[config.mk]
export PLATFORM = sky130hd
export DESIGN_NAME = swervolf_ram_arb
export DESIGN_NICKNAME = d
export VERILOG_FILES = /design/src/rtl/swervolf_ram_arb.sv
export SDC_FILE = /design/constraint.sdc
export NUM_CORES = 1
export LEC_CHECK = 0
export CORE_AREA = 3 3 308 310
export CTS_CLUSTER_SIZE = 14
export DETAILED_ROUTE_END_ITERATION = 6
export DIE_AREA = 0 0 311 313
export GPL_TIMING_DRIVEN = 0
export PLACE_DENSITY = 0.36
export REMOVE_ABC_BUFFERS = 1
export SLEW_MARGIN = 20
export SYNTH_ARGS = -nofsm -noshare
export SYNTH_HDL_FRONTEND = slang
export SYNTH_SLANG_ARGS = --single-unit
export TNS_END_PERCENT = 100
[constraint.sdc]
create_clock -name clk -period 1.7 [get_ports clk]
set_input_delay 0.34 -clock clk [delete_from_list [all_inputs] [get_ports clk]]
set_output_delay 0.34 -clock clk [all_outputs]
set_load 0.005 [all_outputs]
[src/rtl/swervolf_ram_arb.sv]
// Two-master to one-slave AXI4 arbiter in front of the SweRVolf on-chip RAM.
// One transaction (AW+W+B or AR+R) is in flight at a time. Grants rotate
// round-robin between masters. A master that has both AW and AR pending
// alternates between write and read.
module swervolf_ram_arb #(
  parameter int ID_W = 6,
  parameter int DW   = 64
) (
  input  logic            clk,
  input  logic            rstn,
  // master 0
  input  logic [ID_W-1:0] i_m0_awid,
  input  logic [31:0]     i_m0_awaddr,
  input  logic [7:0]      i_m0_awlen,
  input  logic [2:0]      i_m0_awsize,
  input  logic [1:0]      i_m0_awburst,
  input  logic            i_m0_awvalid,
  output logic            o_m0_awready,
  input  logic [ID_W-1:0] i_m0_arid,
  input  logic [31:0]     i_m0_araddr,
  input  logic [7:0]      i_m0_arlen,
  input  logic [2:0]      i_m0_arsize,
  input  logic [1:0]      i_m0_arburst,
  input  logic            i_m0_arvalid,
  output logic            o_m0_arready,
  input  logic [DW-1:0]   i_m0_wdata,
  input  logic [DW/8-1:0] i_m0_wstrb,
  input  logic            i_m0_wlast,
  input  logic            i_m0_wvalid,
  output logic            o_m0_wready,
  output logic [ID_W-1:0] o_m0_bid,
  output logic [1:0]      o_m0_bresp,
  output logic            o_m0_bvalid,
  input  logic            i_m0_bready,
  output logic [ID_W-1:0] o_m0_rid,
  output logic [DW-1:0]   o_m0_rdata,
  output logic [1:0]      o_m0_rresp,
  output logic            o_m0_rlast,
  output logic            o_m0_rvalid,
  input  logic            i_m0_rready,
  // master 1
  input  logic [ID_W-1:0] i_m1_awid,
  input  logic [31:0]     i_m1_awaddr,
  input  logic [7:0]      i_m1_awlen,
  input  logic [2:0]      i_m1_awsize,
  input  logic [1:0]      i_m1_awburst,
  input  logic            i_m1_awvalid,
  output logic            o_m1_awready,
  input  logic [ID_W-1:0] i_m1_arid,
  input  logic [31:0]     i_m1_araddr,
  input  logic [7:0]      i_m1_arlen,
  input  logic [2:0]      i_m1_arsize,
  input  logic [1:0]      i_m1_arburst,
  input  logic            i_m1_arvalid,
  output logic            o_m1_arready,
  input  logic [DW-1:0]   i_m1_wdata,
  input  logic [DW/8-1:0] i_m1_wstrb,
  input  logic            i_m1_wlast,
  input  logic            i_m1_wvalid,
  output logic            o_m1_wready,
  output logic [ID_W-1:0] o_m1_bid,
  output logic [1:0]      o_m1_bresp,
  output logic            o_m1_bvalid,
  input  logic            i_m1_bready,
  output logic [ID_W-1:0] o_m1_rid,
  output logic [DW-1:0]   o_m1_rdata,
  output logic [1:0]      o_m1_rresp,
  output logic            o_m1_rlast,
  output logic            o_m1_rvalid,
  input  logic            i_m1_rready,
  // slave (RAM)
  output logic [ID_W-1:0] o_s_awid,
  output logic [31:0]     o_s_awaddr,
  output logic [7:0]      o_s_awlen,
  output logic [2:0]      o_s_awsize,
  output logic [1:0]      o_s_awburst,
  output logic            o_s_awvalid,
  input  logic            i_s_awready,
  output logic [ID_W-1:0] o_s_arid,
  output logic [31:0]     o_s_araddr,
  output logic [7:0]      o_s_arlen,
  output logic [2:0]      o_s_arsize,
  output logic [1:0]      o_s_arburst,
  output logic            o_s_arvalid,
  input  logic            i_s_arready,
  output logic [DW-1:0]   o_s_wdata,
  output logic [DW/8-1:0] o_s_wstrb,
  output logic            o_s_wlast,
  output logic            o_s_wvalid,
  input  logic            i_s_wready,
  input  logic [ID_W-1:0] i_s_bid,
  input  logic [1:0]      i_s_bresp,
  input  logic            i_s_bvalid,
  output logic            o_s_bready,
  input  logic [ID_W-1:0] i_s_rid,
  input  logic [DW-1:0]   i_s_rdata,
  input  logic [1:0]      i_s_rresp,
  input  logic            i_s_rlast,
  input  logic            i_s_rvalid,
  output logic            o_s_rready,
  // status
  output logic            o_busy,
  output logic            o_owner
);

  typedef enum logic [1:0] {IDLE, WR, WR_RESP, RD} state_t;

  state_t     state_reg;
  logic       owner_reg;
  logic       rr_ptr_reg;
  logic       aw_done_reg;
  logic       w_done_reg;
  logic       ar_done_reg;
  logic [1:0] last_op_reg;   // per master: 1 = last grant was a write

  logic [1:0] m_awvalid, m_arvalid, m_wvalid, m_bready, m_rready;
  logic [1:0] m_awready, m_arready, m_wready, m_bvalid, m_rvalid;
  logic [1:0] req;
  logic       win;
  logic       pick_wr;
  logic       s_aw_hs, s_w_hs, s_b_hs, s_ar_hs, s_r_hs;

  assign m_awvalid = {i_m1_awvalid, i_m0_awvalid};
  assign m_arvalid = {i_m1_arvalid, i_m0_arvalid};
  assign m_wvalid  = {i_m1_wvalid,  i_m0_wvalid};
  assign m_bready  = {i_m1_bready,  i_m0_bready};
  assign m_rready  = {i_m1_rready,  i_m0_rready};

  // Arbitration: a lone requester wins, a tie goes to rr_ptr. Within the
  // winner, a simultaneous AW/AR pair is resolved against its last op.
  assign req     = m_awvalid | m_arvalid;
  assign win     = (req[0] && req[1]) ? rr_ptr_reg : req[1];
  assign pick_wr = (m_awvalid[win] && m_arvalid[win]) ? !last_op_reg[win]
                                                      : m_awvalid[win];

  // Slave-side request channels carry the owner's payload; valids are gated
  // by state so nothing reaches the RAM in IDLE or on an unused channel.
  assign o_s_awid    = owner_reg ? i_m1_awid    : i_m0_awid;
  assign o_s_awaddr  = owner_reg ? i_m1_awaddr  : i_m0_awaddr;
  assign o_s_awlen   = owner_reg ? i_m1_awlen   : i_m0_awlen;
  assign o_s_awsize  = owner_reg ? i_m1_awsize  : i_m0_awsize;
  assign o_s_awburst = owner_reg ? i_m1_awburst : i_m0_awburst;
  assign o_s_awvalid = (state_reg == WR) && !aw_done_reg && m_awvalid[owner_reg];

  assign o_s_wdata  = owner_reg ? i_m1_wdata : i_m0_wdata;
  assign o_s_wstrb  = owner_reg ? i_m1_wstrb : i_m0_wstrb;
  assign o_s_wlast  = owner_reg ? i_m1_wlast : i_m0_wlast;
  assign o_s_wvalid = (state_reg == WR) && !w_done_reg && m_wvalid[owner_reg];

  assign o_s_bready = (state_reg == WR_RESP) && m_bready[owner_reg];

  assign o_s_arid    = owner_reg ? i_m1_arid    : i_m0_arid;
  assign o_s_araddr  = owner_reg ? i_m1_araddr  : i_m0_araddr;
  assign o_s_arlen   = owner_reg ? i_m1_arlen   : i_m0_arlen;
  assign o_s_arsize  = owner_reg ? i_m1_arsize  : i_m0_arsize;
  assign o_s_arburst = owner_reg ? i_m1_arburst : i_m0_arburst;
  assign o_s_arvalid = (state_reg == RD) && !ar_done_reg && m_arvalid[owner_reg];

  assign o_s_rready = (state_reg == RD) && m_rready[owner_reg];

  assign s_aw_hs = o_s_awvalid && i_s_awready;
  assign s_w_hs  = o_s_wvalid  && i_s_wready;
  assign s_b_hs  = i_s_bvalid  && o_s_bready;
  assign s_ar_hs = o_s_arvalid && i_s_arready;
  assign s_r_hs  = i_s_rvalid  && o_s_rready;

  // Master-side handshake signals: only the owner ever sees a ready or valid.
  for (genvar gi = 0; gi < 2; gi++) begin : g_master
    logic own;
    assign own           = (owner_reg == 1'(gi));
    assign m_awready[gi] = own && (state_reg == WR) && !aw_done_reg && i_s_awready;
    assign m_wready[gi]  = own && (state_reg == WR) && !w_done_reg && i_s_wready;
    assign m_bvalid[gi]  = own && (state_reg == WR_RESP) && i_s_bvalid;
    assign m_arready[gi] = own && (state_reg == RD) && !ar_done_reg && i_s_arready;
    assign m_rvalid[gi]  = own && (state_reg == RD) && i_s_rvalid;
  end

  assign o_m0_awready = m_awready[0];
  assign o_m1_awready = m_awready[1];
  assign o_m0_wready  = m_wready[0];
  assign o_m1_wready  = m_wready[1];
  assign o_m0_bvalid  = m_bvalid[0];
  assign o_m1_bvalid  = m_bvalid[1];
  assign o_m0_arready = m_arready[0];
  assign o_m1_arready = m_arready[1];
  assign o_m0_rvalid  = m_rvalid[0];
  assign o_m1_rvalid  = m_rvalid[1];

  // Response payloads are broadcast untouched; the valids select the owner.
  assign o_m0_bid   = i_s_bid;
  assign o_m1_bid   = i_s_bid;
  assign o_m0_bresp = i_s_bresp;
  assign o_m1_bresp = i_s_bresp;
  assign o_m0_rid   = i_s_rid;
  assign o_m1_rid   = i_s_rid;
  assign o_m0_rdata = i_s_rdata;
  assign o_m1_rdata = i_s_rdata;
  assign o_m0_rresp = i_s_rresp;
  assign o_m1_rresp = i_s_rresp;
  assign o_m0_rlast = i_s_rlast;
  assign o_m1_rlast = i_s_rlast;

  assign o_busy  = (state_reg != IDLE);
  assign o_owner = owner_reg;

  // Grant FSM: arbitrate in IDLE, then track AW/W/AR completion per transaction.
  always_ff @(posedge clk or negedge rstn) begin
    if (!rstn) begin
      state_reg   <= IDLE;
      owner_reg   <= 1'b0;
      rr_ptr_reg  <= 1'b0;
      aw_done_reg <= 1'b0;
      w_done_reg  <= 1'b0;
      ar_done_reg <= 1'b0;
      last_op_reg <= 2'b00;
    end else begin
      case (state_reg)
        IDLE: begin
          if (|req) begin
            owner_reg        <= win;
            rr_ptr_reg       <= !win;
            last_op_reg[win] <= pick_wr;
            aw_done_reg      <= 1'b0;
            w_done_reg       <= 1'b0;
            ar_done_reg      <= 1'b0;
            state_reg        <= pick_wr ? WR : RD;
          end
        end
        WR: begin
          if (s_aw_hs) aw_done_reg <= 1'b1;
          if (s_w_hs && o_s_wlast) w_done_reg <= 1'b1;
          if ((aw_done_reg || s_aw_hs) && (w_done_reg || (s_w_hs && o_s_wlast)))
            state_reg <= WR_RESP;
        end
        WR_RESP: begin
          if (s_b_hs) begin
            aw_done_reg <= 1'b0;
            w_done_reg  <= 1'b0;
            state_reg   <= IDLE;
          end
        end
        RD: begin
          if (s_ar_hs) ar_done_reg <= 1'b1;
          if (s_r_hs && i_s_rlast) begin
            ar_done_reg <= 1'b0;
            state_reg   <= IDLE;
          end
        end
        default: state_reg <= IDLE;
      endcase
    end
  end

endmodule

==> qor.csv <==
stage,metric,value,unit
power_and_ir_drop,Power Internal,9.05,mW
synthesis,"EDFF count, synth",0,
timing,fin. max-slew vios,0,
cells_and_area,Fillers,10500,
floorplanning,IO Pins,802,
floorplanning,Initial Utilization,4.37,%
clock_network,Root Buffer,clkbuf_16,
floorplanning,DIE AREA,97300,sq um
detailed_routing,WL/cell,33.5,microns
detailed_routing,Residual DRC,0,
timing,Fin Setup TNS,-68.91,ns
status,status,"finished, violations left",
setup_path,WP data arrival,1.86,ns
cells_and_area,Layout area overhead,197,%
synthesis,mapped cell area,4020,sq um
grt,first-pass GRT wire length,85600,microns
synthesis,largest family of logic cells by synthesized area,multiplexers,
clock_network,H-tree depth,1,
clock_network,clock latency on the worst-skew pair,0.24,ns
timing,Slew HR,67.7,%
setup_path,cell family with most CP delay,buffers and inverters,
floorplanning,row count,111,
setup_path,slowest CP cell,clkdlybuf4s50_1,
flow_run,total of max-cap violations,0,
synthesis,post-synthesis compound-gate area fraction,3.11,%
power_and_ir_drop,Switching Share,41.8,%
synthesis,most common cell in the netlist,mux2_2,
timing,Hold Fails Final Rpt,0,
power_and_ir_drop,Flop pwr share,3.0,%
floorplanning,Die Y,313,microns
placed_design,PortBufs,561,
detailed_routing,Via-to-Cell Ratio,2.70,
clock_network,hold_buf cts,0,
setup_path,Setup crit end kind,primary output,
power_and_ir_drop,PD cells,1300,nW/um^2
grt,Total GRT Usage,13.9,%
synthesis,post-synthesis adder-cell area fraction,1.56,%
cells_and_area,post-route cell area,11900,sq um
power_and_ir_drop,maximum VDD drop,0.542,mV
synthesis,post-synthesis mux area share,51.1,%
synthesis,Ys Warns,0,
clock_network,clk slew on worst S/H paths,0.04,ns
timing,final setup violation count,194,
setup_path,"Max FO, Critical Path",6,
setup_path,worst r2r src,o_owner,
setup_path,CP Cell Sequence,"inv_2, ha_4, nand2b_1, nor3b_2, clkdlybuf4s50_1",
power_and_ir_drop,Leak Pwr,4.86,nW
placed_design,pre-CTS setup slack,-1.33,ns
detailed_routing,ANT nets after route,0,
cells_and_area,ratio of cells with drive above 1 in the final layout,51.3,%
synthesis,cell taking the most area after synthesis,mux2_2,
timing,clock skew after layout,0.00114,ns
grt,initial antenna violation count,9,
grt,vias in the first global route,6348,
synthesis,post-synthesis sequential area ratio,5.60,%
placed_design,dpl cell area,9950,sq um
cells_and_area,Final Util,13.0,%
synthesis,syn avg cell area,9.07,sq um
synthesis,"Top FF cell, synth",dfrtp_1,
power_and_ir_drop,Combinational Power Share,94.3,%
setup_path,Reg2Reg Capture Point,state_reg[1],
floorplanning,Die Wd,311,microns
cells_and_area,Final nets,1368,
power_and_ir_drop,clock share of power,2.7,%
placed_design,hpwl dp,60000,microns
synthesis,"FFs w/ async S/R, synth",100,%
synthesis,"top cells by count, synth","176 x mux2_2, 163 x buf_4, 18 x buf_2",
setup_path,CP bufs+invs,2,
power_and_ir_drop,Psw,6.49,mW
floorplanning,area of the core,91900,sq um
synthesis,"Distinct cells, synth",30,
synthesis,Synth Area in Simple Gates,5.20,%
synthesis,synth top area cells,"mux2_2 49%, buf_4 30%, dfrtp_1 5.6%",
detailed_routing,Starting DRT DRC Count,247,
clock_network,CTS buffer count,3,
setup_path,FF-to-FF setup slack,-0.49,ns
timing,fin worst setup slack,-0.503,ns
synthesis,post-synth top area share,49.3,%
grt,largest net degree at the start of global routing,29,
detailed_routing,routed wire length,72300,microns
timing,ratio of final minimum period to clock period,130,%
clock_network,CTS tree,yes,
setup_path,FF-to-FF path depth,7,
placed_design,placed cell count,2067,
timing,RSZ-0062 raised after global routing,yes,
synthesis,Seq cells post-synth,9,
status,failing checks,negative setup slack,
setup_path,Worst Setup Start Kind,register,
synthesis,post-synthesis xor/xnor area fraction,0,%
setup_path,highest cell delay on the worst timing path,0.53,ns
placed_design,Placer Congestion,0.858,
timing,clock period minus final worst setup slack,2.20,ns
timing,Worst-Margin Slew,0.483,ns
clock_network,clock sink count,9,
detailed_routing,Vias,5817,
grt,global route overflow,0,
cells_and_area,Final Non-Filler Cells,2158,
synthesis,Cells after Synth,443,
setup_path,WP data required,1.36,ns
setup_path,"Worst Path Class, Setup",reg2out,
detailed_routing,DR pass1 iterations,4,
timing,fmax,454,MHz
worst_hold_path,Hold Crit Class,in2async,
clock_network,Max Root-Sink Buffers,2,
layout by cell type, fill, tap and decap left out, drive strengths merged:
cell,count
and4b,2
o31a,1
a31oi,3
nor3b,3
nor4bb,1
o22a,2
a22o,2
dlymetal6s2s,11
or2,1
mux2i,6
nor3,1
nand2,6
clkdlybuf4s15,2
and3,3
diode,1
a211o,1
a221oi,1
nand2b,3
nor2b,3
o21ai,4
inv,6
buf,228
nor2,11
and2b,2
clkbuf,35
dlygate4sd2,5
a21oi,5
clkdlybuf4s50,373
mux2,177
ha,5
nand3,2
dfrtp,9
cell families after synthesis:
kind of cell    count (synthesis)
flops                           9
buf+inv                       189
simple gates                   38
compound gates                 19
mux                           183
fa+ha+maj                       5
worst max path at each step:
stage,startpoint,to,slack [ns],depth (start not counted)
3_5_place_dp,o_owner,o_s_araddr[6],-1.33,4
5_1_grt,state_reg[1],o_m0_awready,-0.59,5
4_1_cts,o_owner,o_s_bready,-0.56,4
2_1_floorplan,o_owner,state_reg[1],-3.99,4
3_3_place_gp,o_owner,state_reg[1],-7.29,5
6_report,state_reg[1],o_m0_awready,-0.50,5
metrics by stage:
step | hold slack, ns | total power, mW
finish | 0.441 | 15.5
global route | 0.473 | 16.6
CTS | 0.459 | 14.9
detailed placement | 0.478 | 10.4
global placement | 0.472 | 5.32
floorplan | 0.0444 | 2.42
per-layer routing:
layer | GRT usage [%] | share of wire [%] | up-vias
li1 | - | - | 2328
met1 | 17.6 | 43 | 2703
met2 | 17.3 | 35 | 728
met3 | 13.0 | 20 | 44
met4 | 0.452 | 0.84 | 14
met5 | 4.84 | 0.87 | -
power groups by stage:
stage          registers, mW  clock network [mW]  logic (mW)
2_1_floorplan          0.604                   0        1.81
3_3_place_gp           0.616                   0        4.70
3_5_place_dp           0.588                   0        9.81
4_1_cts                0.445               0.427        14.1
5_1_grt                0.487               0.440        15.7
6_report               0.467               0.426        14.7
cell type report:
cell class,count,area (sq um),area share [%]
inverter,6,25.0,0.210
clock buffer,4,78.8,0.660
timing repair buffer,650,7090,59.4
sequential,9,230,1.93
antenna,1,2.50,0.0210
tap,1243,1560,13.0
multi-input combinational,245,2950,24.7
repair_timing:
action | 4_1_cts | 5_1_grt
setup endpoints to repair | 200 | 199
pin swaps | 4 | 10
endpoints found under the hold margin | 0 | 0
cloned | 18 | 3
gates resized for setup | 933 | 250
setup buffers | 49 | 27
No activity file was read; power rests on OpenSTA's default activity.
